File: config.mk
export PLATFORM = sky130hd
export DESIGN_NAME = machine_mc
export DESIGN_NICKNAME = d
export VERILOG_FILES = /design/src/rtl/machine_mc.sv
export SDC_FILE = /design/constraint.sdc
export NUM_CORES = 1
export LEC_CHECK = 0
export CAP_MARGIN = 20
export CORE_ASPECT_RATIO = 2
export CORE_MARGIN = 2
export CORE_UTILIZATION = 47
export DETAILED_ROUTE_END_ITERATION = 7
export GPL_TIMING_DRIVEN = 0
export PLACE_DENSITY_LB_ADDON = 0.2
export SLEW_MARGIN = 20
export SYNTH_ARGS = -nofsm -noshare
export SYNTH_HDL_FRONTEND = slang
export SYNTH_SLANG_ARGS = --single-unit
File: constraint.sdc
create_clock -name CLK -period 2.45 [get_ports CLK]
set_clock_uncertainty 0.05 [all_clocks]
set_input_delay 0.3675 -clock CLK [delete_from_list [all_inputs] [get_ports CLK]]
set_output_delay 0.3675 -clock CLK [all_outputs]
set_load 0.02 [all_outputs]
File: src/rtl/machine_mc.sv
// Multi-channel transmission controller: round-robin grants one of N_CH requesters the shared
// DATA/DRDY source, moves up to BURST_LEN words to Y per grant and flags a stalled source (EXC).
module machine_mc #(
  parameter int unsigned DATA_W    = 8,
  parameter int unsigned N_CH      = 4,
  parameter int unsigned BURST_LEN = 16,
  parameter int unsigned TIMEOUT   = 8,
  localparam int unsigned CH_W     = (N_CH > 1) ? $clog2(N_CH) : 1,
  localparam int unsigned CNT_W    = $clog2(BURST_LEN + 1)
) (
  input  logic              CLK,
  input  logic              RESET,
  input  logic              ENA,
  input  logic [N_CH-1:0]   REQ,
  input  logic              DRDY,
  input  logic [DATA_W-1:0] DATA,
  output logic [N_CH-1:0]   ACK,
  output logic [CH_W-1:0]   GNT,
  output logic [DATA_W-1:0] Y,
  output logic              Y_VLD,
  output logic [CNT_W-1:0]  CNT,
  output logic              IDL,
  output logic              EXC
);

  localparam int unsigned TMO_W = $clog2(TIMEOUT + 1);

  typedef enum logic [1:0] {StIdle, StXfer, StDone, StExcp} state_e;

  state_e            state_q, state_d;
  logic [N_CH-1:0]   ack_q, ack_d;
  logic [CH_W-1:0]   gnt_q, gnt_d;
  logic [CH_W-1:0]   rr_q, rr_d;
  logic [DATA_W-1:0] y_q, y_d;
  logic              y_vld_q, y_vld_d;
  logic [CNT_W-1:0]  cnt_q, cnt_d;
  logic [TMO_W-1:0]  tmo_q, tmo_d;

  logic              arb_found;
  logic [CH_W-1:0]   arb_idx;
  logic [CH_W-1:0]   arb_cand;

  // Round-robin search: first requester strictly after the last served channel, wrapping.
  always_comb begin
    arb_found = 1'b0;
    arb_idx   = '0;
    arb_cand  = '0;
    for (int unsigned i = 1; i <= N_CH; i++) begin
      arb_cand = CH_W'((32'(rr_q) + i) % N_CH);
      if (!arb_found && REQ[arb_cand]) begin
        arb_found = 1'b1;
        arb_idx   = arb_cand;
      end
    end
  end

  // Next-state and datapath updates; capture takes priority over end-of-burst and timeout.
  always_comb begin
    state_d = state_q;
    ack_d   = ack_q;
    gnt_d   = gnt_q;
    rr_d    = rr_q;
    y_d     = y_q;
    y_vld_d = 1'b0;
    cnt_d   = cnt_q;
    tmo_d   = tmo_q;
    unique case (state_q)
      StIdle: begin
        if (ENA && arb_found) begin
          gnt_d   = arb_idx;
          ack_d   = N_CH'(1) << arb_idx;
          cnt_d   = '0;
          tmo_d   = '0;
          state_d = StXfer;
        end
      end
      StXfer: begin
        if (ENA) begin
          if (DRDY) begin
            y_d     = DATA;
            y_vld_d = 1'b1;
            cnt_d   = cnt_q + CNT_W'(1);
            tmo_d   = '0;
          end
          if ((cnt_d == CNT_W'(BURST_LEN)) || !REQ[gnt_q]) begin
            ack_d   = '0;
            rr_d    = gnt_q;
            state_d = StDone;
          end else if (!DRDY) begin
            tmo_d = tmo_q + TMO_W'(1);
            if (tmo_d == TMO_W'(TIMEOUT)) begin
              ack_d   = '0;
              rr_d    = gnt_q;
              state_d = StExcp;
            end
          end
        end
      end
      StDone: begin
        // CNT stays visible for one wind-down cycle.
        state_d = StIdle;
      end
      StExcp: begin
        if (!REQ[gnt_q]) begin
          state_d = StIdle;
        end
      end
      default: begin
        state_d = StIdle;
      end
    endcase
  end

  // State register with synchronous reset; rr pointer starts at the last channel so ch0 wins.
  always_ff @(posedge CLK) begin
    if (RESET) begin
      state_q <= StIdle;
      ack_q   <= '0;
      gnt_q   <= '0;
      rr_q    <= CH_W'(N_CH - 1);
      y_q     <= '0;
      y_vld_q <= 1'b0;
      cnt_q   <= '0;
      tmo_q   <= '0;
    end else begin
      state_q <= state_d;
      ack_q   <= ack_d;
      gnt_q   <= gnt_d;
      rr_q    <= rr_d;
      y_q     <= y_d;
      y_vld_q <= y_vld_d;
      cnt_q   <= cnt_d;
      tmo_q   <= tmo_d;
    end
  end

  assign ACK   = ack_q;
  assign GNT   = gnt_q;
  assign Y     = y_q;
  assign Y_VLD = y_vld_q;
  assign CNT   = cnt_q;
  assign IDL   = (state_q == StIdle);
  assign EXC   = (state_q == StExcp);

endmodule

Yosys cells after proc, flatten, opt, wreduce, memory -nomap -nowiden
Cells that the tools add are included.
{"block": "word_totals", "word_cells": 99, "out_inout_bits": 22, "input_bits": 16, "register_bits": 28}
{"block": "classes", "n_shift": 1, "n_reduce_logical": 19, "n_lt_le_gt_ge": 5, "eq_ne": 11, "n_mux": 47, "bitwise_logic": 2, "addsub": 6}
{"cell": "2-to-1 mux 4 bit", "count": 10}
{"cell": "2-to-1 mux 2 bit", "count": 13}
{"cell": "2-to-1 mux 5 bit", "count": 5}
{"cell": "case mux 4 bit (2 select lines)", "count": 2}
{"cell": "less-than comparator 2 x 3 -> 1 bit (second input constant)", "count": 5}
{"cell": "binary-select mux 1 bit (select 2 bit)", "count": 5}
{"cell": "2-to-1 mux 1 bit", "count": 10}
{"cell": "case mux 5 bit (2 select lines)", "count": 1}
{"cell": "AND reduction 5 bit", "count": 2}
{"cell": "case mux 2 bit (4 select lines)", "count": 1}
{"cell": "inequality test 3 bit (second input constant)", "count": 2}
{"cell": "AND reduction 3 bit", "count": 2}
{"cell": "adder 5 x 1 -> 5 bit (second input constant)", "count": 1}
{"cell": "equality test 5 bit (second input constant)", "count": 1}
{"cell": "adder 2 x 1 -> 2 bit (second input constant)", "count": 2}
{"cell": "adder 2 bit (second input constant)", "count": 2}
{"cell": "adder 4 x 1 -> 4 bit (second input constant)", "count": 1}
{"cell": "equality test 2 bit (second input constant)", "count": 2}
{"cell": "equality test 4 bit (second input constant)", "count": 1}
{"cell": "logical AND 1 bit", "count": 4}
{"cell": "zero test 1 bit", "count": 4}
{"cell": "inequality test 2 x 1 -> 1 bit (second input constant)", "count": 2}
{"cell": "inequality test 2 bit (second input constant)", "count": 2}
{"cell": "AND reduction 4 bit", "count": 1}
{"cell": "8 further kinds", "count": 10}

Logic depth before layout (Yosys ltp)
{"block": "logic_depth", "ltp_word": 16, "ltp_mapped": 8, "depth_no_buf": 6}

Worst setup path after synthesis
No wires, ideal clock.
{"block": "synth_path", "kind": "reg-to-reg", "start": "register cnt_q[0] (netlist: CNT[0])", "end": "register rr_q[0]", "path_stages_with_launch": 7, "required_ns": 2.280, "path_buffers": 0, "setup_ns": 0.120, "slack_ns": 0.215, "period_less_slack_ns": 2.235, "t_arrival_ns": 2.065, "cell_sequence": "dfxtp_1 > ha_1 > nand4b_1 > and2_1 > o41a_1 > a211o_2 > mux2i_1"}
{"block": "synth_between", "elab_chain_len": 8, "word_cells_on_any_way": 10, "classes_between": "add/sub: 1; eq/ne: 2; mux: 4; reduce/logical: 3"}
{"item": "from (decl)", "line": "36", "rtl": "logic [CNT_W-1:0] cnt_q, cnt_d;"}
{"item": "from (signal assigned)", "line": "132", "rtl": "cnt_q <= cnt_d;"}
{"item": "adder 5 x 1 -> 5 bit", "line": "82", "rtl": "cnt_d = cnt_q + CNT_W'(1);"}
{"item": "2-to-1 mux 5 bit (*)", "line": "79", "rtl": "if (DRDY) begin"}
{"item": "2-to-1 mux 5 bit (*)", "line": "78", "rtl": "if (ENA) begin"}
{"item": "2-to-1 mux 5 bit (*)", "line": "67", "rtl": "unique case (state_q)"}
{"item": "equality test 5 bit (*)", "line": "85", "rtl": "if ((cnt_d == CNT_W'(BURST_LEN)) || !REQ[gnt_q]) begin"}
{"item": "logical OR 1 bit (*)", "line": "85"}
{"item": "inequality test 2 x 1 -> 1 bit (no line) or nonzero test 2 bit (tied branches)"}
{"item": "AND reduction 4 bit (no line)"}
{"item": "to (signal assigned)", "line": "120", "rtl": "rr_q <= CH_W'(N_CH - 1);"}
{"item": "to (signal assigned)", "line": "129", "rtl": "rr_q <= rr_d;"}
{"item": "to (decl)", "line": "33", "rtl": "logic [CH_W-1:0] rr_q, rr_d;"}
Mark *: on every way between the ends. The rest lies on a longest branch, timed or not. The select of a mux whose other input is x is not followed.
A chain may end at the register's enable or synchronous reset.

Final worst setup path
{"block": "layout_path", "start": "register cnt_q[0] (netlist: CNT[0])", "end": "register rr_q[1]"}
Same word-level chain as after synthesis.

==> results.md <==
* Comb pwr share at 21.7%
* Die area at 3450 µm²
* Unique cell type count in the Yosys netlist at 42
* CTS root buffer: clkbuf_8
* CTS tree: yes
* Worst-path clk slew at 0.09 ns
* Clock share of power at 28.6%
* Clk sinks at 28
* Ys Warns at 0
* Antenna-violating nets left at 0
* PwrDens at 525 nW/µm²
* Largest net degree at the start of global routing at 16
* Die W at 42.5 µm
* Overflow after GRT at 0
* RSZ-0062 raised after global routing: false
* Final worst setup slack at 0.199 ns
* Mean Syn Cell Area at 8.56 µm²
* Syn_nets at 181
* Psw at 0.272 mW
* Peak VDD IR at 0.509 mV
* Htree depth at 1
* Area Overhead vs Synth at 34.3%
* Routed vias at 1404
* I/O Pins at 38
* Pre-CTS WS at 0.104 ns
* Tot GR Track Use at 22.0%
* Final core occ at 64.5%
* Relative slew slack at 58.5%
* Pins Over Slew Limit at 0
* Sequential power share at 49.7%
* Drt total wl at 3.73 mm
* Vias in the first global route at 1344
* Initial antenna violation count at 0
* Clock Latency Late Sink at 0.27 ns
* CP Capture Type: flop
* Wire per inst at 16.0 µm
* DRC Markers at 0
* Pre-antenna DRT Iters at 4
* Hold Violations, Final at 0
* Initial Util at 48.0%
* Fin Setup TNS at 0 ns
* Minimum clock period at 2.25 ns
* Clock tree buffer depth at 2
* Outcome: completed
* Max Cap Violations at 0
* GP Congestion at 0.791
* EDFF count, synth at 0
* Final period utilization at 91.9%
* Cts repair resizes at 0
* Synth Flop Type: dfxtp_1
* Die height at 81.1 µm
* Setup violations, final at 0
* Starting DRT DRC Count at 36
* Fmax at 444 MHz
* Leak pwr at 0.659 nW
* Share of cells above drive strength 1 at 8.87%
* Setup bufs post-CTS at 0
* PortBufs at 35
* Num CTS Buffers at 3
* Syn Std Cell Area at 1400 µm²
* Startpoint types: flop
* Cell internal pwr at 0.711 mW
* Sw Share at 27.7%
* CP required at 2.57 ns
* Sequential area share after synthesis at 40.2%
* Asr flop ratio synth at 0%
* First-pass GRT wire length at 5.89 mm
* Post-synthesis register bit count at 28
* Net count reported at finish at 222
* Cts hold-fix bufs at 0
* CP max FO at 8
* Post-Synthesis Cells at 163
* CORE AREA at 2910 µm²
* Row Count at 28
* Placed Area at 1780 µm²
* Slew @ Worst Pin at 0.619 ns
* Hold WC Path Type: input pin to flop
* DPL Wire Length at 2.81 mm
* Via-per-instance ratio at 6.03
* Crit Path Category: flop to flop
* Ant. Diodes at 0
* Design area at 1870 µm²
* Arrival time worst endpoint at 2.37 ns
[worst paths after layout]
check	to	from	slack [ns]	depth (start not counted)
worst min register to register	Y[6]$_SDFFE_PP0P_	Y[6]$_SDFFE_PP0P_	0.41	2
worst max-delay path	rr_q[1]$_SDFFE_PP1P_	CNT[0]$_SDFFE_PP0P_	0.20	6
worst min-delay path	CNT[2]$_SDFFE_PP0P_	DRDY	0.38	3
worst max register to register	rr_q[1]$_SDFFE_PP1P_	CNT[0]$_SDFFE_PP0P_	0.20	6
[power groups by stage]
stage          combinational (mW)  clock (mW)  sequential, mW
2_1_floorplan               0.109           0           0.510
3_3_place_gp                0.198           0           0.498
3_5_place_dp                0.205           0           0.499
4_1_cts                     0.206       0.288           0.488
5_1_grt                     0.230       0.310           0.492
6_report                    0.213       0.281           0.489
[state kept, by name (all words and copies together), names as in the netlist]
name and flops:
Y 8, CNT 5, ACK 4, tmo_q 4, GNT 2, rr_q 2
state_q 2, Y_VLD 1
[critical path, stage by stage (launching register included)]
cell and delay, ns:
dfxtp_2 0.38, ha_1 0.34, nand4b_1 0.18, and2_1 0.24, o41a_1 0.48, a211o_2 0.35, mux2i_1 0.13
[cell families after synthesis]
kind of cell	after synthesis	synth area share (%)
XOR/XNOR	2	1.79
AO/OA/AOI/OAI	51	25.9
buffers and inverters	12	4.04
AND/OR/NAND/NOR	65	23.2
adder cells (fa/ha/maj)	2	1.79
flip-flops	28	40.2
multiplexers	3	3.05
[cell usage after synthesis, types with 3 or more instances]
library cell  count  area [µm²]
dfxtp_1          28         561
a211oi_1          5        37.5
nand3_1           4        20.0
nand2_1          18        67.6
or4_1             3        22.5
nand2b_1          8        50.1
a21oi_1          22         110
nor3_1            4        20.0
inv_1             5        18.8
nor2_1           17        63.8
o21ai_0           6        30.0
buf_2             3        15.0
[cell type report]
| cell class | count | area [µm²] |
|---|---|---|
| inverter | 5 | 18.8 |
| fill | 276 | 1030 |
| multi-input combinational | 124 | 813 |
| timing repair buffer | 35 | 350 |
| buffer | 7 | 37.5 |
| sequential | 28 | 562 |
| clock buffer | 4 | 55.1 |
| tap | 30 | 37.5 |
[cells in the final DEF, fill, tap and decap left out, types with 3 or more instances in the layout]
master and count:
inv_1 5, buf_2 3, nor2_1 17, o21ai_0 6, nand2b_1 8, a21oi_1 22, nand3_1 4, nor3_1 4
dfxtp_1 27, clkbuf_8 4, a211oi_1 5, nand2_1 18, or4_1 3, clkdlybuf4s50_1 35
[through the flow]
stage | power [mW] | cells | hold slack (ns)
floorplan | 0.619 | 163 | 0.407
CTS | 0.982 | 232 | 0.355
global placement | 0.696 | 228 | 0.391
global route | 1.03 | 233 | 0.358
finish | 0.983 | 233 | 0.375
detailed placement | 0.704 | 228 | 0.399
[layer usage]
layer | vias up | wire length (µm) | track usage (%)
li1 | 678 | - | -
met4 | 0 | 108 | 11.3
met2 | 49 | 2070 | 39.8
met3 | 14 | 177 | 5.11
met1 | 663 | 1380 | 23.0
met5 | - | 0 | 0
Power figures use the tool's default switching activity.
